File: config.mk
export PLATFORM = sky130hd
export DESIGN_NAME = rn_node
export DESIGN_NICKNAME = d
export VERILOG_FILES = /design/src/rtl/rn_pkg.sv /design/src/rtl/rn_skid_buf.sv /design/src/rtl/rn_node.sv
export SDC_FILE = /design/constraint.sdc
export NUM_CORES = 1
export LEC_CHECK = 0
export CAP_MARGIN = 20
export CORE_MARGIN = 2
export CORE_UTILIZATION = 46
export DETAILED_ROUTE_END_ITERATION = 16
export GPL_TIMING_DRIVEN = 0
export PLACE_DENSITY = 0.76
export SLEW_MARGIN = 10
export SYNTH_ARGS = -nofsm -noshare
export SYNTH_HDL_FRONTEND = slang
export SYNTH_HIERARCHICAL = 1
export SYNTH_SLANG_ARGS = --single-unit
export TNS_END_PERCENT = 1
File: constraint.sdc
create_clock -name clk -period 2.1 [get_ports clk]
set_input_delay 0.21 -clock clk [delete_from_list [all_inputs] [get_ports clk]]
set_output_delay 0.21 -clock clk [all_outputs]
set_load 0.02 [all_outputs]
File: src/rtl/rn_pkg.sv
// ----------------------------------------------------------------------------
// rn_pkg
// Shared definitions for the rn_node routing/arithmetic node:
//   - rn_mode_t  : operating mode encodings (matches the cfg_mode port coding)
//   - rn_state_t : configuration FSM state encodings
//   - lane-valid patterns emitted alongside each result beat
// ----------------------------------------------------------------------------
package rn_pkg;

    typedef enum logic [1:0] {
        RN_BYPASS = 2'b00,
        RN_ADD_L  = 2'b01,
        RN_ADD_R  = 2'b10,
        RN_DROP   = 2'b11
    } rn_mode_t;

    typedef enum logic [1:0] {
        ST_UNCFG = 2'b00,
        ST_RUN   = 2'b01,
        ST_DRAIN = 2'b10
    } rn_state_t;

    // {left, right} lane-carries-data flags per mode
    localparam logic [1:0] LANES_BOTH  = 2'b11;
    localparam logic [1:0] LANES_LEFT  = 2'b10;
    localparam logic [1:0] LANES_RIGHT = 2'b01;
    localparam logic [1:0] LANES_NONE  = 2'b00;

endpackage : rn_pkg

File: src/rtl/rn_skid_buf.sv
// ----------------------------------------------------------------------------
// rn_skid_buf
// Two-entry valid/ready output buffer (main + skid register), order preserving.
// The upstream ready is a pure register output (skid entry empty), so there is
// no combinational path from out_ready to in_ready. out_data reads as zero
// whenever out_valid is low.
//
// Ports:
//   clk, reset         clock / synchronous active-high reset
//   in_valid, in_ready upstream handshake (in_ready registered)
//   in_data  [W]       upstream payload
//   out_valid, out_ready downstream handshake
//   out_data [W]       downstream payload (held while stalled, 0 when idle)
// ----------------------------------------------------------------------------
module rn_skid_buf #(
    parameter int W = 20
) (
    input  logic         clk,
    input  logic         reset,
    input  logic         in_valid,
    output logic         in_ready,
    input  logic [W-1:0] in_data,
    output logic         out_valid,
    input  logic         out_ready,
    output logic [W-1:0] out_data
);

    logic         main_valid_reg, main_valid_next;
    logic         skid_valid_reg, skid_valid_next;
    logic [W-1:0] main_data_reg,  main_data_next;
    logic [W-1:0] skid_data_reg,  skid_data_next;
    logic         push;
    logic         pop;

    assign in_ready  = ~skid_valid_reg;
    assign push      = in_valid & ~skid_valid_reg;
    assign pop       = main_valid_reg & out_ready;
    assign out_valid = main_valid_reg;
    assign out_data  = main_valid_reg ? main_data_reg : '0;

    always_comb begin
        main_valid_next = main_valid_reg;
        skid_valid_next = skid_valid_reg;
        main_data_next  = main_data_reg;
        skid_data_next  = skid_data_reg;
        if (!main_valid_reg || pop) begin
            // Main slot is free this cycle: refill from skid first to keep order.
            // A full skid implies push=0 (in_ready low), so nothing is lost.
            if (skid_valid_reg) begin
                main_valid_next = 1'b1;
                main_data_next  = skid_data_reg;
                skid_valid_next = 1'b0;
            end else begin
                main_valid_next = push;
                if (push) begin
                    main_data_next = in_data;
                end
            end
        end else if (push) begin
            // Main is stalled: park the new beat in the skid entry.
            skid_valid_next = 1'b1;
            skid_data_next  = in_data;
        end
    end

    always_ff @(posedge clk) begin
        if (reset) begin
            main_valid_reg <= 1'b0;
            skid_valid_reg <= 1'b0;
            main_data_reg  <= '0;
            skid_data_reg  <= '0;
        end else begin
            main_valid_reg <= main_valid_next;
            skid_valid_reg <= skid_valid_next;
            main_data_reg  <= main_data_next;
            skid_data_reg  <= skid_data_next;
        end
    end

endmodule : rn_skid_buf

File: src/rtl/rn_node.sv
// ----------------------------------------------------------------------------
// rn_node
// Configurable two-lane node. Each accepted signed operand pair {left, right}
// is bypassed (sign-extended), summed into the left or right lane, or dropped,
// according to the mode active in the cycle of acceptance. Results leave one
// cycle later through a 2-entry skid buffer.
//
// A small FSM (UNCFG / RUN / DRAIN) owns the mode: a reconfiguration request
// in RUN is parked in a pending register and only takes effect once every
// buffered result has left, so no result is ever computed in one mode and
// labelled with another.
//
// Ports:
//   clk, reset            clock / synchronous active-high reset
//   cfg_en, cfg_mode[2]   configuration load request and requested mode
//   cfg_busy              high while unconfigured or draining
//   in_valid/in_ready     operand handshake, in_data[2*DW_IN] = {left, right}
//   out_valid/out_ready   result handshake, out_data[2*(DW_IN+1)] = {left, right}
//   out_lane_vld[2]       {left, right} lane-carries-data flags
// ----------------------------------------------------------------------------
module rn_node
    import rn_pkg::*;
#(
    parameter int DW_IN = 8
) (
    input  logic                   clk,
    input  logic                   reset,
    input  logic                   cfg_en,
    input  logic [1:0]             cfg_mode,
    output logic                   cfg_busy,
    input  logic                   in_valid,
    output logic                   in_ready,
    input  logic [2*DW_IN-1:0]     in_data,
    output logic                   out_valid,
    input  logic                   out_ready,
    output logic [2*(DW_IN+1)-1:0] out_data,
    output logic [1:0]             out_lane_vld
);

    localparam int DW_OUT = DW_IN + 1;
    localparam int BW     = 2 * DW_OUT + 2;

    rn_state_t state_reg,   state_next;
    rn_mode_t  mode_reg,    mode_next;
    rn_mode_t  pending_reg, pending_next;

    logic [DW_OUT-1:0] lane_ext [2];   // [1] = left, [0] = right
    logic [DW_OUT-1:0] sum;
    logic [DW_OUT-1:0] res_left;
    logic [DW_OUT-1:0] res_right;
    logic [1:0]        res_lanes;

    logic          accept;
    logic          buf_in_valid;
    logic          buf_in_ready;
    logic [BW-1:0] buf_in_data;
    logic          buf_out_valid;
    logic [BW-1:0] buf_out_data;

    // ------------------------------------------------------------------
    // Datapath: sign-extend both lanes; the sum of two DW_IN-bit signed
    // values always fits in DW_IN+1 bits, so no saturation is needed.
    // ------------------------------------------------------------------
    genvar gi;
    generate
        for (gi = 0; gi < 2; gi++) begin : g_lane
            assign lane_ext[gi] = {in_data[gi*DW_IN + DW_IN - 1], in_data[gi*DW_IN +: DW_IN]};
        end
    endgenerate

    assign sum = lane_ext[1] + lane_ext[0];

    always_comb begin
        res_left  = '0;
        res_right = '0;
        res_lanes = LANES_NONE;
        case (mode_reg)
            RN_BYPASS: begin
                res_left  = lane_ext[1];
                res_right = lane_ext[0];
                res_lanes = LANES_BOTH;
            end
            RN_ADD_L: begin
                res_left  = sum;
                res_lanes = LANES_LEFT;
            end
            RN_ADD_R: begin
                res_right = sum;
                res_lanes = LANES_RIGHT;
            end
            default: begin
                res_lanes = LANES_NONE;
            end
        endcase
    end

    // ------------------------------------------------------------------
    // Handshake. in_ready depends only on registers (FSM state, mode and
    // the buffer's registered ready). In DROP the buffer is never written,
    // so the node keeps accepting regardless of downstream backpressure.
    // ------------------------------------------------------------------
    assign in_ready     = (state_reg == ST_RUN) && ((mode_reg == RN_DROP) || buf_in_ready);
    assign accept       = in_valid & in_ready;
    assign buf_in_valid = accept && (mode_reg != RN_DROP);
    assign buf_in_data  = {res_lanes, res_left, res_right};

    rn_skid_buf #(
        .W (BW)
    ) u_skid (
        .clk       (clk),
        .reset     (reset),
        .in_valid  (buf_in_valid),
        .in_ready  (buf_in_ready),
        .in_data   (buf_in_data),
        .out_valid (buf_out_valid),
        .out_ready (out_ready),
        .out_data  (buf_out_data)
    );

    // The buffer zeroes its payload when empty, so these are 0 when idle.
    assign out_valid    = buf_out_valid;
    assign out_data     = buf_out_data[2*DW_OUT-1:0];
    assign out_lane_vld = buf_out_data[BW-1 -: 2];
    assign cfg_busy     = (state_reg != ST_RUN);

    // ------------------------------------------------------------------
    // Configuration FSM
    // ------------------------------------------------------------------
    always_comb begin
        state_next   = state_reg;
        mode_next    = mode_reg;
        pending_next = pending_reg;
        case (state_reg)
            ST_UNCFG: begin
                if (cfg_en) begin
                    mode_next  = rn_mode_t'(cfg_mode);
                    state_next = ST_RUN;
                end
            end
            ST_RUN: begin
                // A pair accepted this cycle still uses mode_reg.
                if (cfg_en) begin
                    pending_next = rn_mode_t'(cfg_mode);
                    state_next   = ST_DRAIN;
                end
            end
            ST_DRAIN: begin
                if (cfg_en) begin
                    pending_next = rn_mode_t'(cfg_mode);
                end
                // Buffer empty <=> main entry empty (skid never holds alone).
                if (!buf_out_valid) begin
                    mode_next  = pending_next;
                    state_next = ST_RUN;
                end
            end
            default: begin
                state_next = ST_UNCFG;
            end
        endcase
    end

    always_ff @(posedge clk) begin
        if (reset) begin
            state_reg   <= ST_UNCFG;
            mode_reg    <= RN_BYPASS;
            pending_reg <= RN_BYPASS;
        end else begin
            state_reg   <= state_next;
            mode_reg    <= mode_next;
            pending_reg <= pending_next;
        end
    end

endmodule : rn_node

---- After elaboration in Yosys (flattened, before gate mapping) ----
Cells that the tools add are included.
cells by class
  $add $sub $neg .......................... 1
  equal/unequal tests ..................... 10
  muxes and demuxes ....................... 15
  bitwise operators ....................... 5
  reductions and logical operators ........ 15
operators with widths
  kind                  count
  $mux W20              3
  $pmux W9 S2           2
  $mux W2               6
  $pmux W2 S3           2
  $add A8 B8 Y9         1
  $ne A2 B2 Y1 const B  4
  $eq A2 B2 Y1 const B  3
  $reduce_and A3 Y1     2
  $eq A2 B1 Y1 const B  2
  $logic_not A2 Y1      2
  $pmux W2 S2           1
  $reduce_and A2 Y1     2
  $reduce_bool A2 Y1    2
  $reduce_or A2 Y1      2
  $and A1 B1 Y1         3
  $logic_and A1 B1 Y1   2
  $logic_or A1 B1 Y1    2
  $ne A2 B1 Y1 const B  1
  $not A1 Y1            2
  $logic_not A1 Y1      1
  $mux W1               1
word-level totals
  register bits after elaboration ......... 48
  bits of input ports ..................... 23
  output and inout bits ................... 23
  logic and storage cells ................. 53

---- Logic depth before layout (Yosys ltp) ----
Gate-level depths: netlist of run 1.
  depth after elaboration ................. 8
  mapped depth ............................ 10
  depth with buffers taken out ............ 10

---- Hierarchy ----
Netlist of run 1, hierarchy kept.
by module, submodules not included
  module       times used  cells an instance  area an instance (sq um)  seq. area each (sq um)
  rn_skid_buf  1           211                1934.4                    840.8
  rn_node      1           131                944.7                     120.1

---- Least setup slack after synthesis of run 1 ----
Ideal clock, no wire load.
  kind .................................... input to register
  start point ............................. input in_data[0]
  end point ............................... register u_skid.main_data_reg[15]
  library setup time ...................... 0.081 ns
  arrival time ............................ 1.905 ns
  required time ........................... 2.019 ns
  setup slack ............................. 0.113 ns
  stages .................................. 9
  path buffers ............................ 0
  path through ............................ ha_1 > inv_1 > fa_1 > nor2b_4 > o31a_1 > o21ai_4 > o311ai_0 > mux2i_1 > a211oi_2
between the ends
  word-level cells in the longest chain between the ends .. 4
ends and longest elaborated chain
  item                  RTL line           text
  from (decl)           rn_node.sv:33      input logic [2*DW_IN-1:0] in_data,
  $add A8 B8 Y9         rn_node.sv:71      assign sum = lane_ext[1] + lane_ext[0];
  $pmux W9 S2           rn_node.sv:77      case (mode_reg)
  net res_left[6]       rn_node.sv:49      logic [DW_OUT-1:0] res_left;
  $mux W20              rn_skid_buf.sv:55  if (push) begin
  $mux W20              rn_skid_buf.sv:49  if (skid_valid_reg) begin
  to (signal assigned)  rn_skid_buf.sv:75  main_data_reg <= main_data_next;
  to (decl)             rn_skid_buf.sv:30  logic [W-1:0] main_data_reg, main_data_next;
The timed path passes the listed nets, and every way through them passes these cells. The select of a mux whose other input is x is not followed.
A chain may end at the register's enable or synchronous reset.

---- Final worst setup path of run 1 ----
  start point ............................. input in_data[8]
  end point ............................... register u_skid.main_data_reg[15]
Same word-level chain as after synthesis.

==> results of run 1 <==
-- worst min-delay path by stage --
stage	start	to	slack, ns	cells past startpoint
4_1_cts	u_skid/skid_data_reg[17]	u_skid/skid_data_reg[17]	0.46	2
3_3_place_gp	u_skid/skid_data_reg[3]	u_skid/skid_data_reg[3]	0.44	2
2_1_floorplan	reset	pending_reg[0]	0.28	1
5_1_grt	u_skid/skid_data_reg[3]	u_skid/skid_data_reg[3]	0.47	2
6_report	u_skid/skid_data_reg[14]	u_skid/skid_data_reg[14]	0.46	2
3_5_place_dp	u_skid/skid_data_reg[17]	u_skid/skid_data_reg[17]	0.45	2
-- Yosys cell counts (2+ instances only) --
| library cell | n | area, µm² |
|---|---|---|
| a21oi_1 | 52 | 260 |
| nand2_1 | 50 | 188 |
| dfxtp_1 | 48 | 961 |
| mux2i_1 | 28 | 280 |
| nor2_1 | 25 | 93.8 |
| a211oi_2 | 20 | 250 |
| and2_1 | 20 | 125 |
| clkbuf_1 | 11 | 41.3 |
| ha_1 | 11 | 138 |
| inv_1 | 11 | 41.3 |
| buf_2 | 9 | 45.0 |
| a211oi_1 | 5 | 37.5 |
| nand2b_1 | 5 | 31.3 |
| nand3_1 | 5 | 25.0 |
| o21ai_0 | 5 | 25.0 |
| a22o_1 | 4 | 35.0 |
| buf_6 | 3 | 33.8 |
| a21o_1 | 2 | 15.0 |
| a22oi_1 | 2 | 15.0 |
| a311oi_1 | 2 | 17.5 |
| nand4b_1 | 2 | 17.5 |
| o211ai_1 | 2 | 15.0 |
| xnor2_1 | 2 | 17.5 |
-- layer usage --
metal | global-route usage [%] | vias up
met1 | 29.4 | 1208
met3 | 2.78 | 5
li1 | - | 1311
met5 | 0 | -
met4 | 6.11 | 0
met2 | 33.4 | 46
-- cell families after synthesis --
group / Yosys count / share of synthesized area (%)
compound gates: 101 / 25.6
xor+xnor: 3 / 0.913
fa+ha+maj: 12 / 5.48
buf+inv: 35 / 5.74
flops: 48 / 33.4
mux: 28 / 9.73
simple gates: 115 / 19.1
-- layout make-up --
type	count	area share, %
multi-input cells	259	49.9
flip-flops and latches	48	26.1
repair buffers	49	13.0
plain buffers	24	3.80
well taps	75	2.55
clock buffers	5	1.87
clock inverters	2	1.63
inverters	11	1.12
-- stage by stage --
step	cell area, µm²	power, mW	worst slack (ns)	hold WS (ns)	utilization, %
finish	3680	2.68	0.0329	0.457	61.5
global route	3680	2.82	-0.0650	0.471	61.5
CTS	3640	2.66	-0.00488	0.458	60.8
detailed placement	3420	1.86	-0.713	0.446	57.1
global placement	3420	1.84	-0.675	0.441	57.1
floorplan	2880	1.61	0.113	0.279	-
-- worst reg2reg max path: cells and delay by family, from the launching register on --
family | cells | cell delay (ns)
DFF | 1 | 0.40
buffers and inverters | 3 | 0.39
adders and majority gates | 1 | 0.22
AOI/OAI and AO/OA | 2 | 0.28
and+or+nand+nor | 3 | 0.55
-- power breakdown --
part	switching (mW)	internal, mW
clock network	0.300	0.469
registers	0.0375	0.979
logic	0.524	0.369
-- layout by cell type (no fill, tap or decap), drive strengths merged --
cell type,n
a21oi,52
nand2,50
dfxtp,48
clkdlybuf4s50,38
mux2i,28
nor2,25
a211oi,25
and2,21
clkbuf,17
buf,16
inv,11
ha,11
o21ai,7
dlygate4sd2,6
nand2b,5
nand3,5
a22o,4
xnor2,2
a21o,2
o211ai,2
a311oi,2
nand4b,2
a22oi,2
bufinv,2
nor2b,2
o311ai,2
o21a,1
o31a,1
xor2,1
and3,1
a221oi,1
fa,1
dlymetal6s2s,1
or2,1
and4bb,1
nand4bb,1
nor3,1
-- repair_timing --
| action | in CTS | in global routing |
|---|---|---|
| endpoints found under the setup margin | 36 | 51 |
| buffers inserted | 4 | 0 |
| pin swaps | 8 | 5 |
| resized for setup | 21 | 13 |
==> results.ini, run 1 <==
[status]
outcome = complete, no violations

[placement]
portBuffers = 45
dp_cells = 462
place.gp.congestion = 0.898
dp_hpwl_um = 5100

[worst_setup_path]
arrival_ns = 2.22
cpPeakStageDelay_ns = 0.37
crit_type = in2reg
r2r-start = state_reg[1]
r2r_slack_ns = 0.14
cp-start-kind = input pin
path_delay_family = adder cells
path_cells = dlygate4sd2_1 -> ha_2 -> inv_2 -> fa_2 -> nor2b_4 -> o31a_1 -> o21ai_4 -> buf_4 -> nand4b_1 -> o311ai_2 -> mux2i_2 -> a211oi_2
startpoint = in_data[8]
cp-end-kind = flip-flop
crit_buf_inv = 3
crit_slowest_cell = fa_2
cp.required_ns = 2.26
path_depth = 12
timing.critical_path.to = u_skid/main_data_reg[15]
r2r-end = u_skid/main_data_reg[11]
reg2regPathDepth = 9
crit_fanout = 4

[power]
power_density_nw_per_um2 = 727
irDropWorstVdd_v = 0.000420
leakagePower_nw = 1.32

[synth]
yosys_most_used_dff = dfxtp_1
syn_area_per_cell_um2 = 8.42
synthCells = 342
synth_area_um2 = 2880
synth.distinct_cells = 41
synth_nets = 377
ys_seq_area_share_pct = 33.4
synth-edff-count = 0
async_reset_ff_share_pct = 0
ys_warn_count = 6
synth_seq_cells = 48

[floorplan]
design.core.area_um2 = 5990
start_util_pct = 48.1
row_count = 28
die_w_um = 83.1
die_height_um = 83.1
fp.dieArea_um2 = 6910
pin_count = 46

[grt]
grt_pass1_vias = 2463
grt_overflow = 0
grtUsageTotal_pct = 20.9
grt_max_degree = 15
antenna_found_initial = 0
grt_pass1_wl_um = 12000

[clock_tree]
numClockSinks = 48
cts_buffers = 5
cts.clk_slew.worst_paths_ns = 0.09
cts-root-buf = clkbuf_8
htree_levels = 2
cts_hold_buf = 0
cts_tree = yes
clock_path_buffers = 2
clkLatencyLatePin_ns = 0.30

[detailed_routing]
drt-met1-wl_um = 3360
wirelength_um = 6970
firstDrtPassIters = 4
dr.max_layer_used = met4
final_antenna_net_count = 0
dr_wl_met2_um = 3350
wl_per_cell_um = 14.7
via_count = 2570
drcViolationCount = 0
vias_per_cell = 5.43
wl_met3_um = 205
drtIter0Drc = 207

[layout]
fin_nets = 433
area_growth_syn_to_layout_pct = 28.0
regArea_um2 = 962
final_cells = 473
multi_input_area_um2 = 1840
drive_gt1_share_pct = 16.6
num_antenna_cells = 0
n_fill_cell = 521

[timing]
setup_viol = 0
min_period_ns = 2.07
final.setup_skew_ns = 0.00752
period_share_pct = 98.4
timing.setup.tns_ns = 0
max-slew-margin-rel_pct = 54.4
worstMarginPinSlew_ns = 0.685
rsz0062_at_grt = true
slew_violations = 0
hold_violations = 0
max_clock_freq_mhz = 484

[flow_run]
maxCapViolations = 0

[worst_hold_path]
hp-class = reg2reg

No activity file was read; power rests on OpenSTA's default activity.
==> run 2: changes to the inputs <==
Settings changed: CORE_MARGIN 2 to not set, CTS_BUF_LIST set to sky130_fd_sc_hd__clkbuf_16, GPL_ROUTABILITY_DRIVEN set to 0.
==> run 2 against run 1 <==
Effect of this change: non-clock buffer count down 1; largest power group unchanged; global-route usage up 2.2 points; fmax up 1.5%; register-to-register slack worse by 0.03 ns; sequential share of layout area down 0.25 points; critical path depth down 3; clock power up 30%; die area down 4.8%; critical endpoint is now u_skid/main_data_reg[8]; core utilization up 0.52 points; power up 8.5%; highest routed layer unchanged; first-iteration DRC count up 0.48%.
==> results.ini, run 2 (same netlist as run 1, synthesis figures left out) <==
[status]
outcome = complete, no violations

[worst_setup_path]
cp-start-kind = input pin
arrival_ns = 2.24
crit_type = in2reg
cp-end-kind = flip-flop
crit_fanout = 5
cp.required_ns = 2.30

[floorplan]
fp.dieArea_um2 = 6580
die_w_um = 81.1
start_util_pct = 48.1
row_count = 28
design.core.area_um2 = 5990
die_height_um = 81.1
pin_count = 46

[placement]
dp_hpwl_um = 5190
pre_cts_ws_ns = -0.670
portBuffers = 45
place_area_um2 = 3420

[power]
irDropWorstVdd_v = 0.000357
power_density_nw_per_um2 = 782
finalPower_mw = 2.90
leakagePower_nw = 1.33

[detailed_routing]
vias_per_cell = 5.53
wirelength_um = 7050
final_antenna_net_count = 0
via_count = 2612
drtIter0Drc = 208
drcViolationCount = 0
wl_per_cell_um = 14.9
firstDrtPassIters = 4

[worst_hold_path]
hp-class = reg2reg

[grt]
grtUsageTotal_pct = 23.1
grtUsageMet3_pct = 3.60
antenna_found_initial = 0
gr-usage-met2_pct = 37.6
met1_usage_pct = 31.2
grt_overflow = 0
grt-busiest-layer = met2
grt_pass1_wl_um = 11800
grt_max_degree = 15
grt_pass1_vias = 2429

[timing]
worst_slack_ns = 0.0634
max-slew-margin-rel_pct = 54.9
setup_viol = 0
final.setup_skew_ns = 0.00526
worstMarginPinSlew_ns = 0.677
slew_violations = 0
rsz0062_at_grt = true
min_period_ns = 2.04
max_clock_freq_mhz = 491
hold_violations = 0
whs_ns = 0.455
period_share_pct = 97.0

[clock_tree]
cts-root-buf = clkbuf_16
clkLatencyLatePin_ns = 0.28
htree_levels = 2
cts_tree = yes
cts_hold_buf = 0
numClockSinks = 48
cts_buffers = 5
clock_path_buffers = 2
cts.clk_slew.worst_paths_ns = 0.06

[layout]
area_growth_syn_to_layout_pct = 29.1
final_cell_mix = a21oi_1, nand2_1, dfxtp_1
stdcell_area_um2 = 3720
fin_nets = 432
post-route-util_pct = 62.0
n_fill_cell = 518
drive_gt1_share_pct = 15.9
num_antenna_cells = 0

[flow_run]
maxCapViolations = 0

[run 2: changes by cell type in the layout (fill, tap and decap cells not counted), moves of 2 or more]
cell | before | now
clkdlybuf4s15_1 | 0 | 2
dlygate4sd2_1 | 6 | 4
clkbuf_8 | 5 | 0
clkbuf_16 | 0 | 5
[run 2: cell type report]
type | instances | area (µm²) | share of cell area, %
multi-input cells | 259 | 1830 | 49.3
repair buffers | 48 | 468 | 12.6
clock buffers | 5 | 125 | 3.37
inverters | 11 | 41.3 | 1.11
well taps | 75 | 93.8 | 2.53
clock inverters | 2 | 60.1 | 1.62
plain buffers | 24 | 135 | 3.64
flip-flops and latches | 48 | 961 | 25.9
[run 2: path summary, 6_finish.rpt]
kind | startpoint | to | slack [ns] | depth (start not counted)
setup / recovery | in_data[3] | u_skid/main_data_reg[8] | 0.06 | 9
hold / removal | u_skid/skid_data_reg[13] | u_skid/skid_data_reg[13] | 0.45 | 2
setup reg to reg | u_skid/skid_valid_reg | u_skid/main_data_reg[11] | 0.11 | 10
hold reg to reg | u_skid/skid_data_reg[13] | u_skid/skid_data_reg[13] | 0.45 | 2
[run 2: what timing repair did]
action                                  in CTS  in global routing
endpoints found under the setup margin      17                 50
pin swaps                                    9                  4
setup buffers                                3                  0
hold endpoints to repair                     0                  0
gates resized for setup                     22                 10
[run 2: critical path: stages]
cell	delay (ns)
clkdlybuf4s50_1	0.53
ha_4	0.23
o21a_1	0.17
o31a_1	0.13
o21ai_4	0.21
o21ai_2	0.11
a311oi_2	0.30
mux2i_1	0.14
a211oi_2	0.19
[run 2: report_power, final]
group	leakage (nW)	internal, mW	switching, mW
combinational	0.846	0.362	0.523
clock	0.0899	0.675	0.326
sequential	0.390	0.979	0.0383
[run 2: routing by layer]
layer	up-vias	wire (µm)
li1	1311	-
met1	1240	3230
met2	52	3470
met3	9	237
met4	0	110
met5	-	0
[run 2: per-stage QoR]
stage / setup TNS [ns] / cells
CTS: 0 / 472
detailed placement: -8.40 / 462
global route: -0.172 / 472
finish: 0 / 472
global placement: -7.45 / 462
floorplan: 0 / 342
